## src/rtl/quad_pkg.sv

```systemverilog
// Shared constants and FSM state encoding for the quadrature velocity block.
package quad_pkg;

    localparam int unsigned WIDTH           = 32;
    localparam int unsigned STALL_CNT_WIDTH = 8;

    typedef enum logic [0:0] {
        ST_IDLE = 1'b0,
        ST_RUN  = 1'b1
    } state_e;

endpackage

```

## src/rtl/quad_velocity_if.sv

```systemverilog
// Measurement bus between the quadrature decoder side and the velocity block.
interface quad_velocity_if #(
    parameter int unsigned WIDTH = quad_pkg::WIDTH
) ();

    logic [WIDTH-1:0] count;
    logic [31:0]      period;
    logic [WIDTH-1:0] velocity;
    logic [WIDTH-1:0] position;
    logic             valid;
    logic             stalled;

    modport master (
        output count,
        output period,
        input  velocity,
        input  position,
        input  valid,
        input  stalled
    );

    modport slave (
        input  count,
        input  period,
        output velocity,
        output position,
        output valid,
        output stalled
    );

endinterface

```

## src/rtl/period_timer.sv

```systemverilog
// Reloadable down-counter; expire is high while the count sits at 1 (last cycle of a window).
module period_timer #(
    parameter int unsigned WIDTH = 32
) (
    input  logic             clk,
    input  logic             load,
    input  logic [WIDTH-1:0] load_value,
    input  logic             enable,
    output logic             expire
);

    logic [WIDTH-1:0] count_q, count_d;

    always_comb begin
        count_d = count_q;
        if (load) begin
            count_d = load_value;
        end else if (enable && (count_q > WIDTH'(1))) begin
            count_d = count_q - WIDTH'(1);
        end
    end

    always_ff @(posedge clk) begin
        count_q <= count_d;
    end

    assign expire = (count_q == WIDTH'(1));

endmodule

```

## src/rtl/quad_velocity.sv

```systemverilog
// Windowed velocity measurement of a quadrature position count with stall detection.
module quad_velocity #(
    parameter int unsigned WIDTH         = quad_pkg::WIDTH,
    parameter int unsigned STALL_WINDOWS = 4
) (
    input logic            clk,
    input logic            reset,
    quad_velocity_if.slave bus
);

    import quad_pkg::*;

    localparam logic [STALL_CNT_WIDTH-1:0] STALL_MAX = STALL_CNT_WIDTH'(STALL_WINDOWS);

    state_e                     state_q, state_d;
    logic [WIDTH-1:0]           prev_q;
    logic [WIDTH-1:0]           velocity_q;
    logic [WIDTH-1:0]           position_q;
    logic                       valid_q;
    logic [STALL_CNT_WIDTH-1:0] stall_cnt_q, stall_cnt_d;
    logic [WIDTH-1:0]           delta;
    logic                       expire;
    logic                       sample;
    logic                       timer_load;

    // Modular subtraction gives the correct signed delta across count wrap.
    assign delta = bus.count - prev_q;

    period_timer #(
        .WIDTH (32)
    ) u_timer (
        .clk        (clk),
        .load       (timer_load),
        .load_value (bus.period),
        .enable     (state_q == ST_RUN),
        .expire     (expire)
    );

    always_comb begin
        state_d     = state_q;
        sample      = 1'b0;
        timer_load  = reset;
        stall_cnt_d = stall_cnt_q;
        unique case (state_q)
            ST_IDLE: begin
                timer_load = 1'b1;
                if (bus.period != 32'd0) begin
                    state_d = ST_RUN;
                end
            end
            ST_RUN: begin
                if (expire) begin
                    sample     = 1'b1;
                    timer_load = 1'b1;
                    if (bus.period == 32'd0) begin
                        state_d = ST_IDLE;
                    end
                end
            end
        endcase
        if (sample) begin
            if (delta == '0) begin
                if (stall_cnt_q < STALL_MAX) begin
                    stall_cnt_d = stall_cnt_q + 1'b1;
                end
            end else begin
                stall_cnt_d = '0;
            end
        end
    end

    always_ff @(posedge clk) begin
        if (reset) begin
            state_q     <= (bus.period != 32'd0) ? ST_RUN : ST_IDLE;
            prev_q      <= bus.count;
            velocity_q  <= '0;
            position_q  <= '0;
            valid_q     <= 1'b0;
            stall_cnt_q <= '0;
        end else begin
            state_q     <= state_d;
            valid_q     <= sample;
            stall_cnt_q <= stall_cnt_d;
            if (sample) begin
                velocity_q <= delta;
                position_q <= bus.count;
            end
            // Idle tracks the count so a window opened later starts from a fresh base.
            if (sample || (state_q == ST_IDLE)) begin
                prev_q <= bus.count;
            end
        end
    end

    assign bus.velocity = velocity_q;
    assign bus.position = position_q;
    assign bus.valid    = valid_q;
    assign bus.stalled  = (stall_cnt_q == STALL_MAX);

endmodule

```

## src/flat_wrapper.sv

```systemverilog
// flat-port wrapper written by rule: the top's interface ports become plain ports
module quad_velocity_flat import quad_pkg::*;
#(
    parameter int unsigned WIDTH         = quad_pkg::WIDTH,
    parameter int unsigned STALL_WINDOWS = 4
)
  (clk, reset, bus_count, bus_period, bus_velocity, bus_position, bus_valid, bus_stalled);
  quad_velocity_if #(.WIDTH(WIDTH)) bus_i ();
  input logic clk;
  input logic reset;
  input wire logic [$bits(bus_i.count)-1:0] bus_count;
  input wire logic [$bits(bus_i.period)-1:0] bus_period;
  output wire logic [$bits(bus_i.velocity)-1:0] bus_velocity;
  output wire logic [$bits(bus_i.position)-1:0] bus_position;
  output wire logic [$bits(bus_i.valid)-1:0] bus_valid;
  output wire logic [$bits(bus_i.stalled)-1:0] bus_stalled;
  assign bus_i.count = bus_count;
  assign bus_i.period = bus_period;
  assign bus_velocity = bus_i.velocity;
  assign bus_position = bus_i.position;
  assign bus_valid = bus_i.valid;
  assign bus_stalled = bus_i.stalled;
  quad_velocity #(.WIDTH(WIDTH), .STALL_WINDOWS(STALL_WINDOWS)) u_core (.clk(clk), .reset(reset), .bus(bus_i));
endmodule
```

## config.mk

```make
export PLATFORM = sky130hd
export DESIGN_NAME = quad_velocity_flat
export DESIGN_NICKNAME = d
export VERILOG_FILES = /design/src/rtl/quad_pkg.sv /design/src/rtl/quad_velocity_if.sv /design/src/rtl/period_timer.sv /design/src/rtl/quad_velocity.sv /design/src/flat_wrapper.sv
export SDC_FILE = /design/constraint.sdc
export NUM_CORES = 1
export LEC_CHECK = 0
export ABC_AREA = 1
export CAP_MARGIN = 20
export CORE_MARGIN = 4
export CORE_UTILIZATION = 55
export DETAILED_ROUTE_END_ITERATION = 10
export PLACE_DENSITY = 0.89
export SKIP_CTS_REPAIR_TIMING = 1
export SLEW_MARGIN = 20
export SYNTH_ARGS = -nofsm -noshare
export SYNTH_HDL_FRONTEND = slang
export SYNTH_SLANG_ARGS = --single-unit
export TNS_END_PERCENT = 5
```

## constraint.sdc

```tcl
create_clock -name clk -period 3.98 [get_ports clk]
set_input_delay 0.597 -clock clk [delete_from_list [all_inputs] [get_ports clk]]
set_output_delay 0.597 -clock clk [all_outputs]
set_load 0.005 [all_outputs]
```

Word-level counts from Yosys, hierarchy flattened

Index checks and enable logic that the tools add are counted.
W data, S select, Z words.

Register bits: 138
Latch bits: 0
Memory bits (writable): 0
ROM bits: 0
Bits of input ports: 66
Output and inout port bits: 66
Logic and storage cells: 39
Memories: 0

$add $sub $neg: 3
Multiply operators: 0
Divide/modulo/power cells: 0
$lt $le $gt $ge: 2
Eq/ne operators: 3
Shift-type cells: 0
Muxes and demuxes: 15
Bitwise operators: 1
Reduce and logical (&&, ||, !) cells: 8

Operator list:

| operator                | count |
|---|---|
| $mux W32                | 4 |
| $logic_not A32 Y1       | 2 |
| $eq A32 B1 Y1 const B   | 1 |
| $gt A32 B1 Y1 const B   | 1 |
| $reduce_bool A32 Y1     | 1 |
| $sub A32 B1 Y32 const B | 1 |
| $sub A32 B32 Y32        | 1 |
| $mux W8                 | 2 |
| $add A8 B1 Y8 const B   | 1 |
| $eq A8 B3 Y1 const B    | 1 |
| $lt A8 B3 Y1 const B    | 1 |
| $mux W1                 | 7 |
| $pmux W1 S2             | 2 |
| $reduce_bool A2 Y1      | 2 |
| $ne A2 B2 Y1 const B    | 1 |
| $reduce_and A2 Y1       | 1 |
| $logic_and A1 B1 Y1     | 1 |
| $logic_or A1 B1 Y1      | 1 |
| $not A1 Y1              | 1 |

Longest topological paths before layout

Depth in word-level cells: 6
Gate-level depth with buffers: 23
Depth with buffers taken out: 22

Cells and area by module

Synthesis repeated with hierarchy kept, for this count alone.

Cells, all modules: 1,415
Area, all modules: 9,311.4 sq um

By module, submodules not included:

| module        | instances | cells an instance | area an instance (sq um) | seq. area each (sq um) |
|---|---|---|---|---|
| quad_velocity | 1         | 1,098             | 6,986.7                  | 2,442.3 |
| period_timer  | 1         | 317               | 2,324.7                  | 960.9 |

Worst setup path before layout

OpenSTA, ideal clock, no wires.

Path type: register to register
Start: register u_core.u_timer.count_q[16]
End: register u_core.u_timer.count_q[0] (enable)
Setup time: 0.629 ns
Data arrival time: 2.440 ns
Required time: 3.351 ns
Setup slack: 0.911 ns
Cell stages (with the launch flop): 11
Path buffers: 1
Clock period less this slack: 3.069 ns
Path through: edfxtp_1 nor2_1 inv_1 nor2_2 inv_1 nor2_1 nand2_1 nor4_2 nor3_2 clkbuf_1 nand4_1

Cells in the longest elaborated chain, start to end: 4
Elaborated cells between the ends (all ways): 6
Those cells by class: order compare: 1; eq/ne: 1; mux: 2; reduce/logical: 2

Ends and longest elaborated chain:

| what                                                                  | RTL line           | RTL |
|---|---|---|
| start, declared                                                       | period_timer.sv:12 | `logic [WIDTH-1:0] count_q, count_d;` |
| start signal, assigned                                                | period_timer.sv:24 | `count_q <= count_d;` |
| parallel branches: the longest is 3 deep, another holds $gt A32 B1 Y1 | -                  |  |
| $reduce_bool A2 Y1 (no line) *                                        | -                  |  |

Every way passes the cells marked *.
A chain may end at the register's enable or synchronous reset.

Final worst setup path

Start: input port bus_count[0]
End: register u_core.stall_cnt_q[1]

Cells in the longest elaborated chain, start to end: 4
Elaborated cells between the ends (all ways): 5
Those cells by class: add/sub: 1; eq/ne: 1; mux: 1; reduce/logical: 2

Ends and longest elaborated chain:

| what                        | RTL line            | RTL |
|---|---|---|
| start, declared             | flat_wrapper.sv:11  | `input wire logic [$bits(bus_i.count)-1:0] bus_count;` |
| $sub A32 B32 Y32 *          | quad_velocity.sv:27 | `assign delta = bus.count - prev_q;` |
| $logic_not A32 Y1 *         | quad_velocity.sv:62 | `if (delta == '0) begin` |
| $ne A2 B2 Y1 (no line)      | -                   |  |
| $reduce_and A2 Y1 (no line) | -                   |  |
| end signal, assigned        | quad_velocity.sv:83 | `stall_cnt_q <= stall_cnt_d;` |
| end, declared               | quad_velocity.sv:20 | `logic [STALL_CNT_WIDTH-1:0] stall_cnt_q, stall_cnt_d;` |

Every way passes the cells marked *; elsewhere a longest branch is shown, timed or not.

==> results.tsv <==
metric	value	unit
status	finished, final reports clean	
fin_worst_skew	0.0156	ns
port_buffers	131	
rsz0062_at_grt	no	
critPathMaxStageDelay	0.47	ns
syn-cell-area	8690	sq um
critical_path_buf_inv_count	3	
clk_latency	0.43	ns
clk_pin_slew_worst_paths	0.06	ns
slew_headroom	0.437	
crit_path_end_kind	register	
grt_pass1_vias	8025	
placed_area	10200	sq um
fin_setup_tns	0	ns
dpl.hpwl	17.4	mm
final_area	10800	sq um
crit_chain	clkdlybuf4s50_1 > inv_1 > ha_1 > fa_1 > inv_1 > nand2_1 > nand2_1 > and2_1 > nand2_1 > nand3_1 > nand2_1 > nand2_1 > nand2_1 > nor2_1 > nand2_1 > nor2_1 > nand4_1 > nand2_2 > nand2_1 > nand2_1 > nor2_1	
layout_setup_ws	0.891	ns
drtIter0Drc	628	
mostFrequentLayoutCells	nand2_1, inv_1, nor2_1	
finalMaxSlewViolations	0	
p_leak	5.35	nW
rows	45	
ant_nets	0	
synthCells	1274	
setup-violations-final	0	
insertedDiodeCount	0	
synthDistinctLibCells	38	
grt_pass1_wl	38.4	mm
fmax	324	MHz
p_per_area	366	nW/um^2
holdCritPathClass	reg2reg	
vias	8459	
core	15400	sq um
cp_slowest_cell	clkdlybuf4s50_1	
grt.total_usage	0.266	
routed_wl	23.4	mm
min_period	3.09	ns
worst_pin_slew	0.844	ns
syn_nets	1376	
drt-pass1-iter-count	5	
syn_to_final_growth	24.2	%
place_congestion	0.983	
vdd_drop_max	0.000304	V
wl_met1	9.95	mm
start_util	0.566	
path_common_cell	nand2_1	
power	3.96	mW
fp.dieH	134	um
cts_htree_levels	4	
maxCapViolations	0	
fin_crit_sh	0.776	
top_layer	met4	
setup.worst_path.class	in2reg	
avgSynthCellArea	6.82	sq um
cts_made_buffers	17	
cp_data_required_time	4.30	ns
place_ws	0.466	ns
cts_tree	built	
ys_ff_latch	138	
final_hold_viol_count	0	
cts_sinks	138	
die_w	134	um
antenna_found_initial	0	
wl_met3	1.73	mm
final_common_cell	nand2_1	
ys_seq_area_frac	0.391	
worstPathArrival	3.41	ns
crit_fanout	11	
post_drt_via_cell_ratio	5.20	
top_level_ports	132	
cts-root-buf	clkbuf_16	
grt-ovfl-total	0	
avgRoutedWirePerCell	14.3	um
nNetsFinal	1506	
critical-path-top-delay-family	simple AND/OR/NAND/NOR gates	
die_area	17900	sq um
wl_met2	11.0	mm
final_layout_size_suffix_gt1_frac	0.0579	
critPathLaunchType	input port	
grt_max_degree	88	
clockBufferDepth	2	
drcViolationCount	0	
ys.warnings.count	0	
power by group:
part           switching (mW)  internal (mW)
clock network           0.600          0.938
registers              0.0395           1.55
logic                   0.531          0.294
through the flow:
stage | hold WS [ns] | instances | util
after detailed placement | 0.431 | 1596 | 0.664
after floorplan | 0.416 | 1274 | -
after global routing | 0.463 | 1628 | 0.702
after CTS | 0.439 | 1628 | 0.702
final | 0.439 | 1628 | 0.702
after global placement | 0.426 | 1596 | 0.664
registers in the layout, summed over array words and instances (netlist names):
| register | count |
|---|---|
| u_core.bus.position | 32 |
| u_core.bus.velocity | 32 |
| u_core.stall_cnt_q | 8 |
| u_core.bus.valid | 1 |
| u_core.state_q | 1 |
| u_core.prev_q | 32 |
| u_core.u_timer.count_q | 32 |
worst reg2reg max path: cells and delay by family (launching register included):
family	cells	cell delay [ns]
AND/OR/NAND/NOR	7	1.59
buffers and inverters	2	0.65
flip-flops	1	0.41
Yosys cell counts:
master / instances / area share
nand2_1: 361 / 0.16
inv_1: 231 / 0.10
nor2_1: 187 / 0.081
dfxtp_1: 74 / 0.17
o21ai_0: 68 / 0.039
edfxtp_1: 64 / 0.22
nand3_1: 41 / 0.024
ha_1: 35 / 0.050
a21oi_1: 31 / 0.018
nand4_1: 19 / 0.014
xor2_1: 16 / 0.016
clkbuf_1: 15 / 0.0065
nand2_2: 14 / 0.010
nor2_2: 13 / 0.0094
o211ai_1: 12 / 0.010
xnor2_1: 12 / 0.012
nor3_1: 10 / 0.0058
nor4_1: 9 / 0.0065
a31oi_1: 8 / 0.0058
buf_2: 7 / 0.0040
nand3b_1: 6 / 0.0052
o21ai_1: 6 / 0.0035
nand3_2: 4 / 0.0046
o31ai_1: 4 / 0.0035
and2_1: 3 / 0.0022
buf_4: 3 / 0.0026
inv_2: 3 / 0.0013
nor3_2: 3 / 0.0035
or2_2: 3 / 0.0022
a21o_1: 2 / 0.0017
clkinv_1: 2 / 0.00086
nor4_2: 2 / 0.0029
a21oi_2: 1 / 0.0010
and2_4: 1 / 0.0010
buf_6: 1 / 0.0013
clkbuf_4: 1 / 0.00086
fa_1: 1 / 0.0023
o21bai_1: 1 / 0.00086
path summary, 6_finish.rpt:
kind	start	end	slack, ns	cells after the start
hold / removal	u_core.stall_cnt_q[4]	u_core.stall_cnt_q[4]	0.44	2
setup / recovery	bus_count[0]	u_core.stall_cnt_q[1]	0.89	21
setup reg to reg	u_core.u_timer.count_q[24]	u_core.u_timer.count_q[10]	0.96	9
hold reg to reg	u_core.stall_cnt_q[4]	u_core.stall_cnt_q[4]	0.44	2
layer usage:
metal	vias up	global-route usage
li1	4250	-
met1	3794	0.338
met2	367	0.444
met3	48	0.0555
met4	0	0.104
met5	-	0
cell families (layout without fill, tap and decap cells):
| family | after synthesis | in the layout | synth area share |
|---|---|---|---|
| DFF | 138 | 138 | 0.391 |
| buffers and inverters | 263 | 406 | 0.117 |
| AOI/OAI and AO/OA | 133 | 133 | 0.0836 |
| xor gates and xnor gates | 28 | 28 | 0.0282 |
| and+or+nand+nor | 676 | 676 | 0.327 |
| adders and majority gates | 36 | 36 | 0.0527 |
area by class of cell:
| class | instances | area (sq um) |
|---|---|---|
| Clock buffer | 24 | 534 |
| Clock inverter | 8 | 53.8 |
| Fill cell | 1283 | 4580 |
| Inverter | 236 | 886 |
| Multi-Input combinational cell | 873 | 4280 |
| Sequential cell | 138 | 3400 |
| Tap cell | 211 | 264 |
| Timing Repair Buffer | 138 | 1380 |
No activity file was read; power rests on OpenSTA's default activity.
